**config.mk**
```make
export PLATFORM = sky130hd
export DESIGN_NAME = plcp_frame_parser_flat
export DESIGN_NICKNAME = d
export VERILOG_FILES = /design/src/rtl/plcp_pkg.sv /design/src/rtl/plcp_frame_parser_if.sv /design/src/rtl/plcp_preamble_detect.sv /design/src/rtl/plcp_frame_parser.sv /design/src/flat_wrapper.sv
export SDC_FILE = /design/constraint.sdc
export NUM_CORES = 1
export LEC_CHECK = 0
export CAP_MARGIN = 30
export CORE_ASPECT_RATIO = 0.75
export CORE_MARGIN = 2
export CORE_UTILIZATION = 45
export CTS_CLUSTER_DIAMETER = 120
export CTS_CLUSTER_SIZE = 28
export DETAILED_ROUTE_END_ITERATION = 10
export DONT_BUFFER_PORTS = 1
export GPL_ROUTABILITY_DRIVEN = 0
export PLACE_DENSITY_LB_ADDON = 0.12
export REMOVE_ABC_BUFFERS = 1
export SYNTH_ARGS = -nofsm -noshare
export SYNTH_HDL_FRONTEND = slang
export SYNTH_SLANG_ARGS = --single-unit
```
**constraint.sdc**
```tcl
create_clock -name clk -period 12.2 [get_ports clk]
set_clock_uncertainty 0.15 [all_clocks]
set_input_delay 3.05 -clock clk [delete_from_list [all_inputs] [get_ports clk]]
set_output_delay 3.05 -clock clk [all_outputs]
set_load 0.05 [all_outputs]
```
**src/rtl/plcp_pkg.sv**
```systemverilog
`default_nettype none
// ============================================================================
// Module   : plcp_pkg
// Purpose  : Shared types and constants for the PLCP frame parser: FSM state
//            encoding, SIGNAL field offsets, legal RATE table, default preamble.
// Revision : 1.0 - initial release
// ============================================================================
package plcp_pkg;

  typedef enum logic [2:0] {
    ST_IDLE    = 3'd0,
    ST_SIGNAL  = 3'd1,
    ST_SERVICE = 3'd2,
    ST_PSDU    = 3'd3,
    ST_TAIL    = 3'd4
  } state_t;

  // SIGNAL field layout, in received-bit positions
  localparam int c_rate_ofs   = 0;
  localparam int c_rate_w     = 4;
  localparam int c_rsvd_ofs   = 4;
  localparam int c_len_ofs    = 5;
  localparam int c_len_w      = 12;
  localparam int c_parity_ofs = 17;

  // Legal RATE codes as vectors, bit 0 = first received bit
  // (received order 1101,1111,0101,0111,1001,1011,0001,0011)
  localparam logic [3:0] c_legal_rates [8] = '{
    4'b1011, 4'b1111, 4'b1010, 4'b1110,
    4'b1001, 4'b1101, 4'b1000, 4'b1100
  };

  localparam logic [3:0]  c_rate_reset = 4'b1101;
  localparam logic [11:0] c_len_reset  = 12'h010;

  // Twelve 0xAA bytes, index 0 is the oldest bit
  localparam logic [0:95] c_default_preamble = {12{8'hAA}};

  function automatic logic rate_is_legal(input logic [3:0] rate);
    logic ok;
    ok = 1'b0;
    for (int i = 0; i < 8; i++) begin
      if (rate == c_legal_rates[i]) ok = 1'b1;
    end
    return ok;
  endfunction

endpackage
`default_nettype wire

```
**src/rtl/plcp_frame_parser_if.sv**
```systemverilog
`default_nettype none
// ============================================================================
// Module   : plcp_frame_parser_if
// Purpose  : Serial input / decoded output bundle of the PLCP frame parser.
//            Signal suffixes are from the parser's point of view.
// Revision : 1.0 - initial release
// ============================================================================
interface plcp_frame_parser_if;
  logic        rx_bit_i;
  logic        rx_valid_i;
  logic        data_o;
  logic        data_valid_o;
  logic [3:0]  rate_o;
  logic [11:0] length_o;
  logic        header_valid_o;
  logic        parity_error_o;
  logic        rate_error_o;
  logic        frame_done_o;
  logic        busy_o;

  modport master (
    output rx_bit_i, rx_valid_i,
    input  data_o, data_valid_o, rate_o, length_o, header_valid_o,
           parity_error_o, rate_error_o, frame_done_o, busy_o
  );

  modport slave (
    input  rx_bit_i, rx_valid_i,
    output data_o, data_valid_o, rate_o, length_o, header_valid_o,
           parity_error_o, rate_error_o, frame_done_o, busy_o
  );
endinterface
`default_nettype wire

```
**src/rtl/plcp_preamble_detect.sv**
```systemverilog
`default_nettype none
// ============================================================================
// Module   : plcp_preamble_detect
// Purpose  : Bit-history shift register and comparator. Flags a match in the
//            cycle whose sampled bit completes the pattern, then clears.
// Revision : 1.0 - initial release
// ============================================================================
module plcp_preamble_detect
  import plcp_pkg::*;
#(
  parameter int                       PREAMBLE_BITS    = 96,
  parameter logic [0:PREAMBLE_BITS-1] PREAMBLE_PATTERN = c_default_preamble
) (
  input  wire logic clk,
  input  wire logic rst,
  input  wire logic en_i,
  input  wire logic valid_i,
  input  wire logic bit_i,
  output logic      match_o
);

  logic [0:PREAMBLE_BITS-1] hist_q, hist_d, shifted;

  // History register; index 0 holds the oldest bit
  always_ff @(posedge clk or posedge rst) begin
    if (rst) hist_q <= '0;
    else     hist_q <= hist_d;
  end

  // Shift in sampled bits while searching; clear on a hit so a new frame
  // needs a full fresh preamble
  always_comb begin
    shifted = {hist_q[1:PREAMBLE_BITS-1], bit_i};
    match_o = en_i && valid_i && (shifted == PREAMBLE_PATTERN);
    hist_d  = hist_q;
    if (en_i && valid_i) hist_d = match_o ? '0 : shifted;
  end

endmodule
`default_nettype wire

```
**src/rtl/plcp_frame_parser.sv**
```systemverilog
`default_nettype none
// ============================================================================
// Module   : plcp_frame_parser
// Purpose  : Serial PLCP frame parser: preamble search, SIGNAL decode with
//            parity/rate checks, SERVICE skip, PSDU forwarding, tail skip.
// Revision : 1.0 - initial release
// ============================================================================
module plcp_frame_parser
  import plcp_pkg::*;
#(
  parameter int                       PREAMBLE_BITS    = 96,
  parameter logic [0:PREAMBLE_BITS-1] PREAMBLE_PATTERN = c_default_preamble,
  parameter int                       SERVICE_BITS     = 16,
  parameter int                       TAIL_BITS        = 6
) (
  input  wire logic          clk,
  input  wire logic          rst,
  plcp_frame_parser_if.slave bus_io
);

  localparam logic [14:0] c_sig_last  = 15'(c_parity_ofs + TAIL_BITS);
  localparam logic [14:0] c_svc_last  = 15'(SERVICE_BITS - 1);
  localparam logic [14:0] c_tail_last = 15'(TAIL_BITS - 1);

  state_t                  state_q, state_d;
  logic [14:0]             cnt_q, cnt_d;
  logic [c_parity_ofs-1:0] sig_q, sig_d;
  logic [3:0]              rate_q, rate_d;
  logic [11:0]             len_q, len_d;
  logic                    data_q, data_d, dv_q, dv_d;
  logic                    hv_q, hv_d, pe_q, pe_d, re_q, re_d, fd_q, fd_d;
  logic                    match;
  logic                    parity_bad;
  logic [14:0]             psdu_last;

  plcp_preamble_detect #(
    .PREAMBLE_BITS   (PREAMBLE_BITS),
    .PREAMBLE_PATTERN(PREAMBLE_PATTERN)
  ) u_detect (
    .clk    (clk),
    .rst    (rst),
    .en_i   (state_q == ST_IDLE),
    .valid_i(bus_io.rx_valid_i),
    .bit_i  (bus_io.rx_bit_i),
    .match_o(match)
  );

  assign parity_bad = ^{bus_io.rx_bit_i, sig_q};
  assign psdu_last  = {len_q, 3'b000} - 15'd1;

  // State, counters, latched header fields and registered outputs
  always_ff @(posedge clk or posedge rst) begin
    if (rst) begin
      state_q <= ST_IDLE;
      cnt_q   <= '0;
      sig_q   <= '0;
      rate_q  <= c_rate_reset;
      len_q   <= c_len_reset;
      data_q  <= 1'b0;
      dv_q    <= 1'b0;
      hv_q    <= 1'b0;
      pe_q    <= 1'b0;
      re_q    <= 1'b0;
      fd_q    <= 1'b0;
    end else begin
      state_q <= state_d;
      cnt_q   <= cnt_d;
      sig_q   <= sig_d;
      rate_q  <= rate_d;
      len_q   <= len_d;
      data_q  <= data_d;
      dv_q    <= dv_d;
      hv_q    <= hv_d;
      pe_q    <= pe_d;
      re_q    <= re_d;
      fd_q    <= fd_d;
    end
  end

  // Next-state logic; nothing moves on cycles without a valid input bit
  always_comb begin
    state_d = state_q;
    cnt_d   = cnt_q;
    sig_d   = sig_q;
    rate_d  = rate_q;
    len_d   = len_q;
    data_d  = data_q;
    dv_d    = 1'b0;
    hv_d    = 1'b0;
    pe_d    = 1'b0;
    re_d    = 1'b0;
    fd_d    = 1'b0;
    if (bus_io.rx_valid_i) begin
      unique case (state_q)
        ST_IDLE: begin
          if (match) begin
            state_d = ST_SIGNAL;
            cnt_d   = '0;
          end
        end
        ST_SIGNAL: begin
          cnt_d = cnt_q + 15'd1;
          if (cnt_q < 15'(c_parity_ofs)) sig_d[cnt_q[4:0]] = bus_io.rx_bit_i;
          if (cnt_q == 15'(c_parity_ofs) && parity_bad) begin
            pe_d    = 1'b1;
            state_d = ST_IDLE;
            cnt_d   = '0;
          end else if (cnt_q == 15'(c_parity_ofs) &&
                       !rate_is_legal(sig_q[c_rate_ofs +: c_rate_w])) begin
            re_d    = 1'b1;
            state_d = ST_IDLE;
            cnt_d   = '0;
          end else if (cnt_q == c_sig_last) begin
            rate_d  = sig_q[c_rate_ofs +: c_rate_w];
            len_d   = sig_q[c_len_ofs +: c_len_w];
            hv_d    = 1'b1;
            state_d = ST_SERVICE;
            cnt_d   = '0;
          end
        end
        ST_SERVICE: begin
          cnt_d = cnt_q + 15'd1;
          if (cnt_q == c_svc_last) begin
            cnt_d   = '0;
            state_d = (len_q == 12'd0) ? ST_TAIL : ST_PSDU;
          end
        end
        ST_PSDU: begin
          data_d = bus_io.rx_bit_i;
          dv_d   = 1'b1;
          cnt_d  = cnt_q + 15'd1;
          if (cnt_q == psdu_last) begin
            cnt_d   = '0;
            state_d = ST_TAIL;
          end
        end
        ST_TAIL: begin
          cnt_d = cnt_q + 15'd1;
          if (cnt_q == c_tail_last) begin
            cnt_d   = '0;
            fd_d    = 1'b1;
            state_d = ST_IDLE;
          end
        end
        default: begin
          state_d = ST_IDLE;
          cnt_d   = '0;
        end
      endcase
    end
  end

  assign bus_io.data_o         = data_q;
  assign bus_io.data_valid_o   = dv_q;
  assign bus_io.rate_o         = rate_q;
  assign bus_io.length_o       = len_q;
  assign bus_io.header_valid_o = hv_q;
  assign bus_io.parity_error_o = pe_q;
  assign bus_io.rate_error_o   = re_q;
  assign bus_io.frame_done_o   = fd_q;
  assign bus_io.busy_o         = (state_q != ST_IDLE);

endmodule
`default_nettype wire

```
**src/flat_wrapper.sv**
```systemverilog
// flat-port wrapper written by rule: the top's interface ports become plain ports
module plcp_frame_parser_flat import plcp_pkg::*;
#(
  parameter int                       PREAMBLE_BITS    = 96,
  parameter logic [0:PREAMBLE_BITS-1] PREAMBLE_PATTERN = c_default_preamble,
  parameter int                       SERVICE_BITS     = 16,
  parameter int                       TAIL_BITS        = 6
)
  (clk, rst, bus_io_rx_bit_i, bus_io_rx_valid_i, bus_io_data_o, bus_io_data_valid_o, bus_io_rate_o, bus_io_length_o, bus_io_header_valid_o, bus_io_parity_error_o, bus_io_rate_error_o, bus_io_frame_done_o, bus_io_busy_o);
  plcp_frame_parser_if bus_io_i ();
  input  wire logic clk;
  input  wire logic rst;
  input wire logic [$bits(bus_io_i.rx_bit_i)-1:0] bus_io_rx_bit_i;
  input wire logic [$bits(bus_io_i.rx_valid_i)-1:0] bus_io_rx_valid_i;
  output wire logic [$bits(bus_io_i.data_o)-1:0] bus_io_data_o;
  output wire logic [$bits(bus_io_i.data_valid_o)-1:0] bus_io_data_valid_o;
  output wire logic [$bits(bus_io_i.rate_o)-1:0] bus_io_rate_o;
  output wire logic [$bits(bus_io_i.length_o)-1:0] bus_io_length_o;
  output wire logic [$bits(bus_io_i.header_valid_o)-1:0] bus_io_header_valid_o;
  output wire logic [$bits(bus_io_i.parity_error_o)-1:0] bus_io_parity_error_o;
  output wire logic [$bits(bus_io_i.rate_error_o)-1:0] bus_io_rate_error_o;
  output wire logic [$bits(bus_io_i.frame_done_o)-1:0] bus_io_frame_done_o;
  output wire logic [$bits(bus_io_i.busy_o)-1:0] bus_io_busy_o;
  assign bus_io_i.rx_bit_i = bus_io_rx_bit_i;
  assign bus_io_i.rx_valid_i = bus_io_rx_valid_i;
  assign bus_io_data_o = bus_io_i.data_o;
  assign bus_io_data_valid_o = bus_io_i.data_valid_o;
  assign bus_io_rate_o = bus_io_i.rate_o;
  assign bus_io_length_o = bus_io_i.length_o;
  assign bus_io_header_valid_o = bus_io_i.header_valid_o;
  assign bus_io_parity_error_o = bus_io_i.parity_error_o;
  assign bus_io_rate_error_o = bus_io_i.rate_error_o;
  assign bus_io_frame_done_o = bus_io_i.frame_done_o;
  assign bus_io_busy_o = bus_io_i.busy_o;
  plcp_frame_parser #(.PREAMBLE_BITS(PREAMBLE_BITS), .PREAMBLE_PATTERN(PREAMBLE_PATTERN), .SERVICE_BITS(SERVICE_BITS), .TAIL_BITS(TAIL_BITS)) u_core (.clk(clk), .rst(rst), .bus_io(bus_io_i));
endmodule
```
# After elaboration in Yosys (flattened, before gate mapping)
# Cells that the tools add are included.
[totals]
register_bits = 152
elab_cells = 106
input_bits = 4
out_inout_bits = 23
[op_classes]
n_mux = 49
n_addsub = 2
eq_ne = 23
magnitude_cmp = 3
n_bitwise = 2
reduce_logical = 15
[op_table]
columns = ["op", "count"]
rows = [
  ["two-way mux 15 bit", 7],
  ["equality test 96 bit (second input constant)", 1],
  ["two-way mux 95 bit", 1],
  ["case mux 15 bit (5 select lines)", 1],
  ["equality test 4 bit (second input constant)", 8],
  ["equality test 15 x 5 -> 1 bit (second input constant)", 2],
  ["two-way mux 1 bit", 29],
  ["two-way mux 3 bit", 8],
  ["parity 18 bit", 1],
  ["bitwise mux 17 bit", 1],
  ["adder 15 x 1 -> 15 bit (second input constant)", 1],
  ["equality test 15 bit", 1],
  ["equality test 15 x 3 -> 1 bit (second input constant)", 1],
  ["equality test 15 x 4 -> 1 bit (second input constant)", 1],
  ["less-than comparator 15 x 5 -> 1 bit (second input constant)", 1],
  ["case mux 3 bit (5 select lines)", 1],
  ["subtractor 15 x 1 -> 15 bit (second input constant)", 1],
  ["zero test 12 bit", 1],
  ["inequality test 2 x 1 -> 1 bit (second input constant)", 4],
  ["equality test 3 x 2 -> 1 bit (second input constant)", 2],
  ["less-than comparator 5 x 6 -> 1 bit (second input constant)", 1],
  ["AND reduction 6 bit", 1],
  ["demux 1 bit (select 5 bit)", 1],
  ["greater-or-equal comparator 5 x 1 -> 1 bit (second input constant)", 1],
  ["other kinds (11)", 17],
]

# Longest topological paths before layout
# Gate-level depths: netlist of run 1.
[depth]
depth_word = 18
depth_mapped = 12
mapped_depth_nobuf = 10

# Hierarchy
# From an unflattened synthesis of run 1, not the netlist that was laid out.
[unflattened]
cells_unflattened = 816
hier_area_um2 = 7553.5
[by_module_without_submodules]
columns = ["mod", "area_each_um2", "cells_per_inst", "instances", "seq_area_each_um2"]
rows = [
  ["plcp_preamble_detect", 4036.4, 443, 1, 2377.3],
  ["plcp_frame_parser", 3517.1, 373, 1, 1431.4],
]

# Worst setup path after synthesis of run 1
# OpenSTA, ideal clock, no wires.
[synth_path]
path_type = "input -> register"
from = "input port bus_io_rx_bit_i"
to = "register u_core.state_q[1]"
setup_slack_ps = 6833
required_time_ps = 11924
arrival_time_ps = 5091
setup_ps = 126
path_buffers = 1
path_stages = 8
cell_sequence = "nor4bb_1 nand4_1 or4_1 nor3_2 buf_4 o21ai_1 or2_1 a221o_1"
[synth_between]
elab_chain_cells = 4
word_cells_on_any_way = 9
classes_between = "eq/ne (3); mux (2); reduce/logical (4)"
[synth_rtl]
columns = ["element", "line", "rtl"]
rows = [
  ["start, declared", "flat_wrapper.sv:13", "input wire logic [$bits(bus_io_i.rx_bit_i)-1:0] bus_io_rx_bit_i;"],
  ["equality test 96 bit or parity 18 bit (tied branches)", "plcp_preamble_detect.sv:34, plcp_frame_parser.sv:48", ""],
  ["logical AND 1 bit, on equally long branches", "plcp_preamble_detect.sv:34, plcp_frame_parser.sv:104", ""],
  ["inequality test 2 x 1 -> 1 bit (no line), or another cell as far along", "n/a", ""],
  ["AND reduction 6 bit (no line) or case mux 3 bit (5 select lines) (tied branches)", "n/a", ""],
  ["end signal, assigned", "plcp_frame_parser.sv:66", "state_q <= state_d;"],
  ["end, declared", "plcp_frame_parser.sv:25", "state_t state_q, state_d;"],
]
# Parallel ways exist; a longest one is shown, timed or not.
# A chain may end at the register's enable or synchronous reset.

# Worst setup path after layout of run 1
# Same ends and word-level chain as after synthesis.

==> results of run 1 <==
-- registers in the layout (all words and copies together) (netlist names) --
signal / count
u_core.bus_io.length_o: 12
u_core.bus_io.header_valid_o: 1
u_core.cnt_q: 15
u_core.bus_io.rate_o: 4
u_core.bus_io.parity_error_o: 1
u_core.bus_io.data_valid_o: 1
u_core.u_detect.hist_q: 95
u_core.bus_io.data_o: 1
u_core.state_q: 3
u_core.sig_q: 17
u_core.bus_io.rate_error_o: 1
u_core.bus_io.frame_done_o: 1
-- path summary, 6_finish.rpt --
path / cells past startpoint / to / slack (ns) / start
max: 7 / u_core.state_q[1]$_DFFE_PP0P_ / 7.10 / bus_io_rx_bit_i
min: 2 / u_core.u_detect.hist_q[19]$_DFFE_PP0P_ / 0.34 / u_core.u_detect.hist_q[20]$_DFFE_PP0P_
max reg2reg: 7 / u_core.sig_q[16]$_DFFE_PP0P_ / 8.71 / u_core.cnt_q[11]$_DFFE_PP0P_
min reg2reg: 2 / u_core.u_detect.hist_q[19]$_DFFE_PP0P_ / 0.34 / u_core.u_detect.hist_q[20]$_DFFE_PP0P_
max in group asynchronous: 2 / u_core.u_detect.hist_q[62]$_DFFE_PP0P_ / 8.01 / rst
min in group asynchronous: 1 / u_core.u_detect.hist_q[82]$_DFFE_PP0P_ / 2.47 / rst
-- kinds of logic after synthesis --
group           after synthesis
simple gates                405
flops                       152
xor+xnor                     29
fa+ha+maj                    11
mux                          34
compound gates              101
buf+inv                      59
-- power breakdown --
group | switching (mW) | internal (mW) | leakage [nW] | total (mW)
Combinational | 0.0267 | 0.00980 | 1.39 | 0.0365
Clock | 0.209 | 0.327 | 0.283 | 0.536
Sequential | 0.0123 | 0.519 | 2.05 | 0.532
-- through the flow --
step                utilization  std cells  area (um2)  power, mW
detailed placement        0.468        965        7460      0.578
finish                    0.506        997        8060       1.10
floorplan                     -        748        7100      0.564
global placement          0.467        963        7430      0.575
CTS                       0.506        997        8060       1.12
global route              0.506        997        8060       1.15
-- synthesized netlist by cell type (2+ instances only) --
library cell	instances
o21ai_0	57
a31oi_1	14
and2_1	4
dfstp_2	4
buf_2	2
dfrtp_1	148
o21bai_1	2
and3_1	10
inv_1	16
o311ai_1	2
ha_1	11
o41ai_1	2
nor2_1	23
nand3_1	23
nand4b_1	2
or4_1	5
buf_1	6
o21ai_1	7
and4b_1	5
nand4_1	11
xnor2_1	26
a21oi_1	3
nor4b_1	4
mux2i_1	5
nor4bb_1	12
or2_2	3
clkbuf_1	33
o211ai_1	2
nor3b_1	3
nor4_1	6
or3_1	2
xor2_1	3
nor3_1	8
o22ai_1	2
nand2b_1	2
mux2_2	28
nand2_1	274
-- layout by cell type, fill, tap and decap left out, types with 8 or more instances in the layout --
master,n
nand2_1,274
dfrtp_1,148
o21ai_0,57
mux2_2,28
xnor2_1,26
nor2_1,22
nand3_1,22
clkbuf_16,17
inv_1,15
a31oi_1,14
nor4bb_1,12
nand4_1,11
ha_1,11
and3_1,10
nor3_1,8
-- worst max-delay path, stage by stage --
cell and delay (ns):
nor4bb_1 0.27, nand4_1 0.12, or4_1 0.62, nor3_4 0.23
o21ai_1 0.24, or2_1 0.34, a221o_1 0.36
-- area by class of cell --
cell class	count	share of cell area
Clock inverter	11	0.0185
Multi-Input combinational cell	580	0.404
Sequential cell	152	0.473
Inverter	16	0.00808
Clock buffer	21	0.0559
Tap cell	210	0.0326
Timing Repair Buffer	7	0.00808
-- routing by layer --
layer | GRT usage | wire length [um] | vias to the layer above
met5 | 0 | 0 | -
met4 | 0.0623 | 202 | 0
met3 | 0.0454 | 684 | 17
met2 | 0.273 | 6520 | 91
met1 | 0.333 | 8770 | 2687
li1 | - | - | 2640
==> run metrics, run 1 <==
status=finished clean; Netlist cell types=58; Main synth FF type=dfrtp_1; GR Util All Layers=0.207; die footprint=about 0.017 mm2; Hold Fails Final Rpt=0; final max-slew violation count=0; DRC errors left=0; DR vias=5435; CTS resizes=0; CTS HTree Levels=4; post-synthesis simple-gate area fraction=0.257; Post-Syn Area per Cell=approximately 9.2 um2; Ys Warns=0; TritonCTS Buffers=17; Worst VDD drop=around 87 uV; # fillers=1504; CP Max Fanout=21; first-pass GRT wire length=~28000 um; hold_ws=0.341 ns; min-delay worst type=flip-flop to flip-flop; CP endpoint kind=flip-flop; ratio of cells with drive above 1 in the final layout=0.0991; area of the multi-input gates=around 0.0033 mm2; die width=151 um; Setup TNS Final=0 ns; largest family of logic cells by synthesized area=simple AND/OR/NAND/NOR gates; CTS sink cnt=152; fin nets=789; pre-CTS worst setup slack=6.66 ns; Vias/cell=~5.5; clk slew on worst S/H paths=about 0.06 ns; mux contribution to synthesized area=0.0518; core area=0.0159 mm2; worst setup path class=input port to flip-flop; PortBufs=0; RSZ-0062 raised after global routing=no; Initial DRC Count=462; asr flop ratio synth=1.00; Root Driver=clkbuf_16; register area=0.00381 mm2; fin crit share=0.418; Routed Antenna Nets=0; row count=40; Leakage=around 3.7 nW; clk_lat worst skew=0.43 ns; setup violators final=0; flops & latches, synth=152; grt ovf=0; Post-synth EDFFs=0; initial antenna violation count=0; PnR worst setup slack=7.10 ns; area added between synthesis and finish=10.8%; Die H=114 um; Compound-Gate Fraction of Synth Area=0.0810; Max-Cap Viols=0; Data arrival, critical path=5.25 ns; Worst Max-Slew Pin Slew=0.961 ns; DRT Pass-1 Iters=5; sequential share of the synthesized area=0.524; CTS tree=done; xor and xnor area share after synthesis=0.0349; HPWL Detailed=10500 um; Final min period=5.10 ns; pwr/cell area=about 140 mW/mm2; Critical Path RT=12.36 ns; final wirelength=roughly 16000 um; IO Pins=27; Yosys top cell by area=dfrtp_1; Initial Util=0.457; Synth area leaders=dfrtp_1 51%, nand2_1 14%, mux2_2 4.3%; postcts setup bufs=0; largest net degree at the start of global routing=96; wire per inst=16.2 um; Yosys top cell area share=0.509; diodes inserted=0; Cells after Synth=791; Slew HR=0.359; vias in the first global route=between 5000 and 6000; FMAX=0.196 GHz; Critical Path Start Type=input port; Clock Tree Buf Depth=2; Mapped Area=0.00727 mm2; cts hold-fix bufs=0; Post-Synth Adder-Cell Area=0.0189
Note: power is estimated with default switching activity, not from simulation.
==> inputs of run 2 (changes only) <==
clock period = 4.17 ns   (was 12.2 ns; I/O delays follow)
==> run 2 against run 1 <==
Total power rose to 3.0 times the previous value. Clock power rose to 3.0 times the previous value. Flip-flop and latch count did not move. First-iteration DRC count rose by 6.1%. Routed wire length fell by 1.2%. Sequential share of layout area fell by 0.34 points. Combinational power rose to 3.0 times the previous value.
==> run metrics, run 2 (synthesis results as in run 1) <==
status=finished clean; Data arrival, critical path=3.45 ns; area added between synthesis and finish=11.6%; cts hold-fix bufs=0; Max-Cap Viols=0; worst setup path class=flip-flop to flip-flop; Final min period=3.30 ns; Placement Cell Area=0.00749 mm2; Critical Path RT=4.32 ns; Hold Fails Final Rpt=0; largest net degree at the start of global routing=96; DR vias=5475; die width=roughly 150 um; TritonCTS Buffers=17; Critical Path Start Type=flip-flop; Root Driver=clkbuf_16; Clock Tree Buf Depth=2; fin crit share=0.792; IO Pins=27; grt ovf=0; fin area=0.00811 mm2; CP endpoint kind=flip-flop; Slew HR=0.369; HPWL Detailed=roughly 11000 um; initial antenna violation count=0; R2R setup slack=approximately 0.87 ns; crit-path cells=inv_1 -> ha_1 -> nor4b_2 -> xnor2_1 -> nor4_1 -> o2111ai_1 -> a211oi_1 -> o211ai_1 -> or2_1 -> a221o_1; setup violators final=0; family with the most delay on the worst path=compound AO/OA/AOI/OAI gates; FMAX=0.303 GHz; CTS tree=done; CTS resizes=0; Worst Hold Depth=2; diodes inserted=0; Hold EP=u_core.u_detect.hist_q[1]$_DFFE_PP0P_; Routed Antenna Nets=0; Worst Max-Slew Pin Slew=0.947 ns; first-pass GRT wire length=approximately 27000 um; DRT Pass-1 Iters=4; fin util=0.510; DRC errors left=0; CTS HTree Levels=4; core area=0.0159 mm2; RSZ-0062 raised after global routing=no; reg-to-reg startpoint=u_core.bus_io.length_o[0]$_DFFE_PP0P_; row count=40; CP Max Fanout=6; Leakage=3.77 nW; ratio of cells with drive above 1 in the final layout=0.107; commonest non-fill, non-tap cell in the layout=nand2_1; CP Buf/Inv Count=1; Die H=114 um; GR Util All Layers=0.202; max FFs per register=95; final max-slew violation count=0; area of the multi-input gates=roughly 0.0033 mm2; Worst VDD drop=213 uV; postcts setup bufs=0; min-delay worst type=flip-flop to flip-flop; clk slew on worst S/H paths=0.06 ns; reg-to-reg endpoint=u_core.state_q[1]$_DFFE_PP0P_; Initial Util=0.457; most frequent cells in the layout=274 x nand2_1, 148 x dfrtp_1, 57 x o21ai_0, 28 x mux2_2, 26 x xnor2_1; fin nets=794; CTS sink cnt=152; biggest regs=u_core.u_detect.hist_q (95), u_core.sig_q (17), u_core.cnt_q (15); die footprint=0.0172 mm2; Initial DRC Count=490; FF-to-FF path depth=10; # fillers=1457; Vias/cell=5.46; vias in the first global route=5192; pwr/cell area=approximately 400 mW/mm2; PortBufs=0; Largest Register=u_core.u_detect.hist_q; Crit-path slowest cell=dfrtp_1; hold_sp=u_core.u_detect.hist_q[1]$_DFFE_PP0P_; final wirelength=16000 um; clk_lat worst skew=approximately 0.43 ns; Worst path max stage delay=0.60 ns; register area=0.00381 mm2; wire per inst=between 15 and 20 um
run 2: power by group:
group | internal (mW) | switching (mW) | leakage [nW] | total (mW)
registers | 1.52 | 0.0340 | 2.05 | 1.55
logic | 0.0300 | 0.0786 | 1.42 | 0.109
clock network | 0.983 | 0.626 | 0.298 | 1.61
total | 2.53 | 0.739 | 3.77 | 3.27
run 2: through the flow:
step / setup slack (ns) / power, mW / hold WS [ns] / TNS (ns) / std cells
after floorplan: -1.70 / 1.65 / 0.288 / -231.26 / 748
after global placement: 0.736 / 1.69 / 0.314 / 0 / 970
after detailed placement: 0.687 / 1.69 / 0.315 / 0 / 970
after CTS: 0.903 / 3.31 / 0.327 / 0 / 1002
after global routing: 0.638 / 3.40 / 0.370 / 0 / 1002
final: 0.867 / 3.27 / 0.320 / 0 / 1002
run 2: worst max-delay path by stage:
stage                                                     start                             to  slack [ns]  cells after the start
after floorplan                               bus_io_rx_valid_i  u_core.state_q[1]$_DFFE_PP0P_       -1.70                      7
after global placement                          bus_io_rx_bit_i  u_core.state_q[1]$_DFFE_PP0P_        0.74                      8
after detailed placement                        bus_io_rx_bit_i  u_core.state_q[1]$_DFFE_PP0P_        0.69                      8
after CTS                 u_core.bus_io.length_o[0]$_DFFE_PP0P_  u_core.state_q[1]$_DFFE_PP0P_        0.90                     10
after global routing      u_core.bus_io.length_o[0]$_DFFE_PP0P_  u_core.state_q[1]$_DFFE_PP0P_        0.64                     10
final                     u_core.bus_io.length_o[0]$_DFFE_PP0P_  u_core.state_q[1]$_DFFE_PP0P_        0.87                     10
run 2: layout make-up:
type | instances | share of cell area
repair buffers | 12 | 0.0126
clock inverters | 12 | 0.0200
flip-flops and latches | 152 | 0.469
well taps | 210 | 0.0324
inverters | 16 | 0.00802
clock buffers | 20 | 0.0563
multi-input cells | 580 | 0.401
run 2: routing by layer:
layer,global-route usage,vias to the layer above,part of all wire
li1,-,2649,-
met5,0,-,0
met4,0.0573,0,0.010
met1,0.327,2700,0.55
met3,0.0490,12,0.040
met2,0.265,114,0.40
run 2: worst reg2reg max path: stages, from the launching register on:
cell and delay (ns):
dfrtp_1 0.60, inv_1 0.18, ha_1 0.27, nor4b_2 0.46, xnor2_1 0.11, nor4_1 0.18, o2111ai_1 0.13, a211oi_1 0.26
o211ai_1 0.17, or2_1 0.29, a221o_1 0.37
==> inputs of run 3 (changes only) <==
clock period = 3.1 ns   (was 4.17 ns; I/O delays follow)
==> run 3 against run 2 <==
Sequential power up 35%. Count of clock-buffer cells in the layout down 3. Routed wire length is 5.6% higher. Non-clock buffer count grew 37. Utilization up 2.2 points. Via count is 3.1% higher. Maximum frequency is 9.6% higher. Largest cell class unchanged.
==> run metrics, run 3 (synthesis results as in run 1) <==
Initial DRC Count=479; CTS tree=done; CP endpoint kind=flip-flop; Setup TNS Final=0 ns; fin nets=just over 800; TritonCTS Buffers=17; clk slew on worst S/H paths=0.07 ns; grt ovf=0; Data arrival, critical path=between 3 and 4 ns; final wirelength=16900 um; vias in the first global route=5383; first-pass GRT wire length=27800 um; die width=151 um; Initial Util=0.457; Max-Cap Viols=0; DRC errors left=0; Critical Path RT=roughly 3.3 ns; initial antenna violation count=0; min-delay worst type=input port to async pin; reg-to-reg endpoint=u_core.state_q[1]$_DFFE_PP0P_; Leakage=just under 4 nW; status=finished clean; Worst Max-Slew Pin Slew=a little over 0.9 ns; most frequent cells in the layout=273 x nand2_1, 147 x dfrtp_1, 56 x o21ai_0, 45 x buf_4, 28 x mux2_2; wire per inst=around 16 um; total power=4.40 mW; Placement Cell Area=just under 0.008 mm2; row count=40; ratio of cells with drive above 1 in the final layout=0.158; core area=0.0159 mm2; Hold Fails Final Rpt=0; Clock Tree Buf Depth=2; biggest regs=u_core.u_detect.hist_q (95), u_core.sig_q (17), u_core.cnt_q (15); PortBufs=0; fin area=0.00847 mm2; Die H=around 110 um; commonest non-fill, non-tap cell in the layout=nand2_1; Worst VDD drop=302 uV; DRT Pass-1 Iters=5; setup violators final=0; fin util=0.532; HPWL Detailed=11000 um; fin crit share=0.972; clk_lat worst skew=~0.43 ns; Slew HR=0.379; FF-to-FF path depth=8; final max-slew violation count=0; die footprint=0.0172 mm2; Final min period=about 3.0 ns; DR vias=5645; area added between synthesis and finish=16.5%; largest net degree at the start of global routing=96; max FFs per register=95; Root Driver=clkbuf_16; CTS sink cnt=152; pwr/cell area=519 mW/mm2; CP Max Fanout=5; IO Pins=27; cts hold-fix bufs=0; GR Util All Layers=0.208; diodes inserted=0; Routed Antenna Nets=0; R2R setup slack=0.09 ns; Vias/cell=5.43; Critical Path Start Type=flip-flop; reg-to-reg startpoint=u_core.cnt_q[14]$_DFFE_PP0P_; Largest Register=u_core.u_detect.hist_q; FMAX=about 0.33 GHz; worst setup path class=flip-flop to flip-flop; CTS HTree Levels=4
[run 3: area by class of cell]
| type | count | area, um2 |
|---|---|---|
| flip-flops and latches | 152 | 3810 |
| multi-input cells | 580 | 3310 |
| clock buffers | 17 | 425 |
| fillers | 1477 | 7450 |
| repair buffers | 49 | 409 |
| well taps | 210 | 263 |
| clock inverters | 15 | 190 |
| inverters | 16 | 65.1 |
[run 3: worst max-delay path by stage]
stage                                            start                            end  depth (start not counted)
after floorplan                      bus_io_rx_valid_i  u_core.state_q[1]$_DFFE_PP0P_                          7
after global placement                 bus_io_rx_bit_i  u_core.state_q[1]$_DFFE_PP0P_                          7
after detailed placement   u_core.sig_q[0]$_DFFE_PP0P_    u_core.cnt_q[9]$_DFFE_PP0P_                         10
after CTS                  u_core.sig_q[0]$_DFFE_PP0P_    u_core.cnt_q[9]$_DFFE_PP0P_                         10
after global routing       u_core.sig_q[0]$_DFFE_PP0P_  u_core.state_q[0]$_DFFE_PP0P_                         10
final                     u_core.cnt_q[14]$_DFFE_PP0P_  u_core.state_q[1]$_DFFE_PP0P_                          8
[run 3: routing by layer]
metal,vias to the layer above,GRT usage,share of wire
met4,0,0.0611,0.012
met5,-,0,0
met2,106,0.286,0.42
met1,2785,0.326,0.52
li1,2734,-,-
met3,20,0.0482,0.049
[run 3: worst max-delay path: stages, from the launching register on]
cell	delay (ns)
dfrtp_2	0.43
or4_4	0.55
nor4_4	0.27
buf_4	0.19
o21ai_1	0.09
a31oi_2	0.23
o211ai_1	0.28
or2_1	0.34
a221o_1	0.36
[run 3: repair_timing]
| item | 4_1_cts | 5_1_grt |
|---|---|---|
| endpoints found under the hold margin | 0 | 0 |
| gates resized for setup | 0 | 14 |
| buffers inserted | 0 | 5 |
| endpoints found under the setup margin | 0 | 18 |
[run 3: through the flow]
| step | hold WS (ns) | instances | setup slack [ns] |
|---|---|---|---|
| 2_1_floorplan | 0.288 | 748 | -2.51 |
| 5_1_grt | 0.0986 | 1039 | -0.0443 |
| 4_1_cts | 0.0796 | 1033 | 0.0458 |
| 3_5_place_dp | 0.326 | 1001 | 0.0996 |
| 6_report | 0.0697 | 1039 | 0.0872 |
| 3_3_place_gp | 0.315 | 1001 | 0.159 |
[run 3: power breakdown]
group,switching (mW),leakage (nW),internal (mW)
clock network,0.876,0.293,1.28
registers,0.0463,2.05,2.04
logic,0.106,1.63,0.0425
